==> src/rtl/shift_pkg.sv <==
// Shared definitions for the sequential right shifter: FSM encoding and default sizes.
package shift_pkg;

    localparam int unsigned DEFAULT_WIDTH = 4;
    localparam int unsigned DEFAULT_CNT_W = 2;

    typedef enum logic [1:0] {
        S_IDLE  = 2'b00,
        S_SHIFT = 2'b01,
        S_DONE  = 2'b10
    } state_e;

endpackage

==> src/rtl/shift_right_step.sv <==
// Combinational single-bit right shift; the vacated MSB takes the fill bit.
module shift_right_step #(
    parameter int unsigned WIDTH = 4
) (
    input  logic [WIDTH-1:0] in,
    input  logic             fill,
    output logic [WIDTH-1:0] out
);

    assign out = {fill, in[WIDTH-1:1]};

endmodule

==> src/rtl/shift_right_seq.sv <==
// Iterative right shifter: captures an operand on start, shifts one bit per clock,
// and publishes the result on out with a one-cycle done pulse.
module shift_right_seq
    import shift_pkg::*;
#(
    parameter int unsigned WIDTH = DEFAULT_WIDTH,
    parameter int unsigned CNT_W = DEFAULT_CNT_W
) (
    input  logic             clk,
    input  logic             rst_n,
    input  logic             start,
    input  logic [WIDTH-1:0] in,
    input  logic [CNT_W-1:0] n,
    input  logic             arith,
    output logic             busy,
    output logic             done,
    output logic [WIDTH-1:0] out
);

    localparam logic [CNT_W-1:0] CntZero = '0;
    localparam logic [CNT_W-1:0] CntOne  = CNT_W'(1);

    state_e           state_q, state_d;
    logic [WIDTH-1:0] work_q, work_d;
    logic [WIDTH-1:0] out_q, out_d;
    logic [CNT_W-1:0] count_q, count_d;
    logic             fill_q, fill_d;
    logic [WIDTH-1:0] shifted;

    shift_right_step #(
        .WIDTH (WIDTH)
    ) u_step (
        .in   (work_q),
        .fill (fill_q),
        .out  (shifted)
    );

    always_comb begin
        state_d = state_q;
        work_d  = work_q;
        out_d   = out_q;
        count_d = count_q;
        fill_d  = fill_q;
        unique case (state_q)
            S_IDLE: begin
                if (start) begin
                    work_d  = in;
                    fill_d  = arith & in[WIDTH-1];
                    count_d = n;
                    if (n == CntZero) begin
                        out_d   = in;
                        state_d = S_DONE;
                    end else begin
                        state_d = S_SHIFT;
                    end
                end
            end
            S_SHIFT: begin
                // count is always >= 1 here, so the decrement cannot wrap
                work_d  = shifted;
                count_d = count_q - CntOne;
                if (count_q == CntOne) begin
                    out_d   = shifted;
                    state_d = S_DONE;
                end
            end
            S_DONE: begin
                state_d = S_IDLE;
            end
            default: begin
                state_d = S_IDLE;
            end
        endcase
    end

    always_ff @(posedge clk or negedge rst_n) begin
        if (!rst_n) begin
            state_q <= S_IDLE;
            work_q  <= '0;
            out_q   <= '0;
            count_q <= '0;
            fill_q  <= 1'b0;
        end else begin
            state_q <= state_d;
            work_q  <= work_d;
            out_q   <= out_d;
            count_q <= count_d;
            fill_q  <= fill_d;
        end
    end

    assign busy = (state_q != S_IDLE);
    assign done = (state_q == S_DONE);
    assign out  = out_q;

endmodule

==> config.mk <==
export PLATFORM = sky130hd
export DESIGN_NAME = shift_right_seq
export DESIGN_NICKNAME = d
export VERILOG_FILES = /design/src/rtl/shift_pkg.sv /design/src/rtl/shift_right_step.sv /design/src/rtl/shift_right_seq.sv
export SDC_FILE = /design/constraint.sdc
export NUM_CORES = 1
export LEC_CHECK = 0
export BUFFER_PORTS_ARGS = -buffer_cell sky130_fd_sc_hd__clkbuf_2
export CAP_MARGIN = 20
export CELL_PAD_IN_SITES_DETAIL_PLACEMENT = 2
export CELL_PAD_IN_SITES_GLOBAL_PLACEMENT = 2
export CORE_UTILIZATION = 30
export CTS_CLUSTER_DIAMETER = 200
export DETAILED_ROUTE_END_ITERATION = 10
export PLACE_DENSITY = 0.78
export SLEW_MARGIN = 30
export SYNTH_ARGS = -nofsm -noshare
export SYNTH_HDL_FRONTEND = slang
export SYNTH_SLANG_ARGS = --single-unit
export TNS_END_PERCENT = 20
==> constraint.sdc <==
create_clock -name clk -period 1.75 [get_ports clk]
set_input_delay 0.35 -clock clk [delete_from_list [all_inputs] [get_ports clk]]
set_output_delay 0.35 -clock clk [all_outputs]
set_load 0.05 [all_outputs]
### Word level (Yosys, flattened, before mapping)

Index checks and enable logic that the tools add are counted.

* bits in registers: 13
* bits of input ports: 10

* $add $sub $neg: 1
* equality and inequality tests: 6
* muxes and demuxes: 12
* bitwise logic cells: 1
* reduce and logical (&&, ||, !) cells: 8

Operators by type and width (count)
* two-way mux 4 bit: 4
* one-hot mux 4 bit (2 select lines): 2
* two-way mux 2 bit: 4
* one-hot mux 2 bit (2 select lines): 2
* != test 2 bit, second input constant: 3
* AND reduction 2 bit: 3
* == test 2 x 1 -> 1 bit, second input constant: 2
* logical NOT 2 bit: 2
* AND reduction 4 bit: 1
* nonzero test 2 bit: 2
* == test 2 bit, second input constant: 1
* subtractor 2 x 1 -> 2 bit, second input constant: 1
* bitwise AND 1 bit: 1

### Longest topological paths before layout

* depth after elaboration: 4
* depth in mapped cells: 5

### By module

A second synthesis with hierarchy kept.

* cell total of the unflattened synthesis: 65
* area total of the unflattened synthesis: 706.9 µm²

Modules (own cells, without submodules)
* shift_right_seq: times used 1, cells an instance 61, area each 676.9 µm²
* shift_right_step: times used 1, cells an instance 4, area each 30.0 µm²

### Worst setup path before layout

OpenSTA, ideal clock, no wires.

* path type: reg2out
* from: register state_q[1]
* to: output port done
* arrival time: 1.337 ns
* data required time: 1.400 ns
* slack: 0.063 ns
* cell stages (with the launch flop): 3
* cell sequence: dfrtp_1 > clkbuf_1 > nor2b_1

* word-level cells in the longest chain between the ends: 1

RTL lines
* start, declared: line shift_right_seq.sv:23 `state_e state_q, state_d;`
* start signal, assigned: line shift_right_seq.sv:84 `state_q <= state_d;`
* == test 2 bit: line shift_right_seq.sv:93 `assign done = (state_q == S_DONE);`
* end, declared: line shift_right_seq.sv:16 `output logic done,`

No other way between the ends.

### Final worst setup path

* from: register state_q[0]
* to: output port busy

* word-level cells in the longest chain between the ends: 1

RTL lines
* nonzero test 2 bit: line shift_right_seq.sv:92 `assign busy = (state_q != S_IDLE);`
* end, declared: line shift_right_seq.sv:15 `output logic busy,`

No other way between the ends.

==> results.py <==
metrics = {
    "grt": {
        "grt_pass1_vias": 505,
        "track_usage_pct": 17.47,
        "antenna_found_initial": 0,
        "grt_pass1_wl_mm": 2.504,
        "grt_max_degree": 13,
        "grt_overflow_total": 0,
    },
    "synth": {
        "synthTopCellsByArea": "dfrtp_1, o32a_1, o21ai_0, a22oi_1, and2b_1",
        "synth_top_cell_area_share_pct": 47.81,
        "syn_inst": 59,
        "syn_area_sq_um": 628.1,
        "synth_nets": 70,
        "synth_seq_area_share_pct": 47.81,
        "yosys_register_bits": 12,
        "yosysTopAreaCell": "dfrtp_1",
        "synth.distinct_cells": 21,
        "yosysWarnings": 0,
        "avgSynthCellArea_sq_um": 10.65,
    },
    "clock_network": {
        "clkLatencyLatePin_ns": 0.26,
        "clock_sinks": 12,
        "cts_tree": "built",
        "clkTransAtPathRegs_ns": 0.07,
        "htreeDepth": 1,
        "clock-root-buffer": "clkbuf_4",
        "post_cts_buffers": 0,
        "cts_buffers": 3,
        "clk_path_buf_depth": 2,
    },
    "die": {
        "rows": 16,
        "die-area_sq_um": 2281,
        "die_height_um": 47.76,
        "initial_utilization_pct": 32.02,
        "ios": 16,
        "die_width_um": 47.76,
        "core_sq_um": 1962,
    },
    "worst_setup_path": {
        "reg2regPathDepth": 3,
        "r2r_slack_ns": 0.29,
        "criticalPathCategory": "reg2out",
        "timing.rr.end": "out[1]",
        "cp-start-kind": "flop",
        "end_kind": "primary output",
        "cp_data_required_time_ns": 1.40,
        "r2r_start": "state_q[0]",
        "arrival_ns": 1.32,
        "crit_fanout": 11,
    },
    "sta": {
        "skew_ns": 0.002843,
        "hold_viol": 0,
        "worst_pin_slew_ns": 0.4202,
        "period_share_pct": 95.58,
        "rsz0062_at_grt": "false",
        "min_period_ns": 1.673,
        "setup_viol": 0,
        "finalSetupTns_ns": 0,
        "timing.final.ws_setup_ns": 0.07726,
        "max_slew_margin_pct": 71.93,
        "drv_slew": 0,
        "clock.fmax_mhz": 597.8,
    },
    "hold_path": {
        "hp-start": "arith",
        "min_path_type": "in2reg",
        "whs_path_depth": 3,
        "holdPathEnd": "fill_q",
    },
    "run_status": {
        "outcome": "finished clean",
    },
    "power": {
        "p_sw_share_pct": 47.67,
        "leakage_uw": 0.0003509,
        "seqPwrFrac_pct": 33.7,
        "power.density_nw_per_um2": 1951,
        "irDropWorstVdd_v": 0.0006258,
        "p_int_uw": 785.8,
        "p_clk_share_pct": 10.9,
        "netSwitchingPower_uw": 715.7,
        "combPwrFrac_pct": 55.4,
    },
    "drt": {
        "vias": 516,
        "vias_per_cell": 4.962,
        "routed_wl_mm": 1.644,
        "ant_nets": 0,
        "route.detailed.drc": 0,
        "first_pass_iters": 4,
        "dr.first_iter.drc_count": 4,
        "wl_per_cell_um": 15.81,
    },
    "placed_design": {
        "io_buffer_count": 15,
        "postPlaceCellArea_sq_um": 737.0,
        "placed_cells": 100,
        "pre_cts_ws_ns": 0.2476,
        "hpwl_mm": 1.271,
        "gp_congestion": 0.7497,
    },
    "final_layout": {
        "instances_no_fill": 104,
        "final_common_cell": "clkbuf_2",
        "fin_nets": 90,
        "drive_gt1_share_pct": 29.87,
        "final_area_sq_um": 769.5,
        "diodes": 0,
        "fillers": 241,
        "final_cell_mix": "clkbuf_2, dfrtp_1, o21ai_0",
        "area_growth_pct": 22.51,
    },
    "job": {
        "cap_violations": 0,
    },
}
## how the worst max path moves through the flow
stage	start	end	slack, ns	cells after the start
floorplan	state_q[1]	done	0.06	2
global placement	start	out[1]	0.27	4
detailed placement	start	out[1]	0.25	4
CTS	state_q[0]	busy	0.02	3
global route	state_q[0]	busy	0.004	3
finish	state_q[0]	busy	0.08	3
## Yosys cell counts
cell type / n
nor2b_1: 3
and2b_1: 4
nand2_1: 2
ha_1: 1
a22oi_1: 4
or2_2: 1
a21oi_1: 5
mux2i_1: 1
nand2b_1: 1
clkbuf_1: 3
buf_6: 1
inv_1: 1
o21ai_0: 6
o21ai_4: 1
nand3b_1: 2
or2_1: 1
or3b_1: 1
a2bb2oi_1: 1
dfrtp_1: 12
o21a_1: 4
o32a_1: 4
## worst max-delay path: stages (launching register included)
cell and delay (ns):
dfrtp_1 0.39, buf_4 0.17, or2_2 0.29, buf_2 0.21
## area by class of cell
type	count	area [sq um]	share of cell area (%)
multi-input cells	42	301.5	39.19
flip-flops and latches	12	300.3	39.02
repair buffers	19	107.6	13.98
inverters	1	3.754	0.4878
clock buffers	3	22.52	2.927
well taps	27	33.78	4.390
## metal layers
| layer | GRT usage [%] | share of wire [%] | vias to the layer above |
|---|---|---|---|
| met4 | 10.00 | 1.2 | 0 |
| met3 | 4.528 | 2.0 | 2 |
| li1 | - | - | 254 |
| met2 | 26.49 | 54 | 7 |
| met1 | 22.40 | 43 | 253 |
| met5 | 0 | 0 | - |
## cells by family (layout without fill, tap and decap cells)
logic type,count (synthesis),after routing,synth area share (%)
DFF,12,12,47.81
buffers and inverters,5,23,4.182
and+or+nand+nor,15,15,15.74
AOI/OAI and AO/OA,25,25,28.69
muxes,1,1,1.594
adders and majority gates,1,1,1.992
## state kept, by name, summed over array words and instances (netlist names)
register / flops
state_q: 2
fill_q: 1
work_q: 3
count_q: 2
out: 4
## power by group through the flow
stage	Combinational [uW]	Clock, uW	Sequential (uW)
6_report	832	163	506
5_1_grt	904	189	527
4_1_cts	850	173	508
3_5_place_dp	843	0	512
3_3_place_gp	807	0	505
2_1_floorplan	475	0	658
## per-stage QoR
step / hold WS [ns] / utilization, % / total power [uW]
after floorplan: 0.05441 / - / 1132
after global placement: 0.2543 / 37.56 / 1312
after detailed placement: 0.2596 / 37.56 / 1355
after CTS: 0.3593 / 39.22 / 1531
after global routing: 0.3781 / 39.22 / 1620
final: 0.3587 / 39.22 / 1502
## timing repair
item | in CTS | in global routing
gates resized for setup | 0 | 1
hold buffers | 1 | 0
hold endpoints to repair | 12 | 0
setup endpoints to repair | 0 | 1
(Power assumes the default switching activity.)
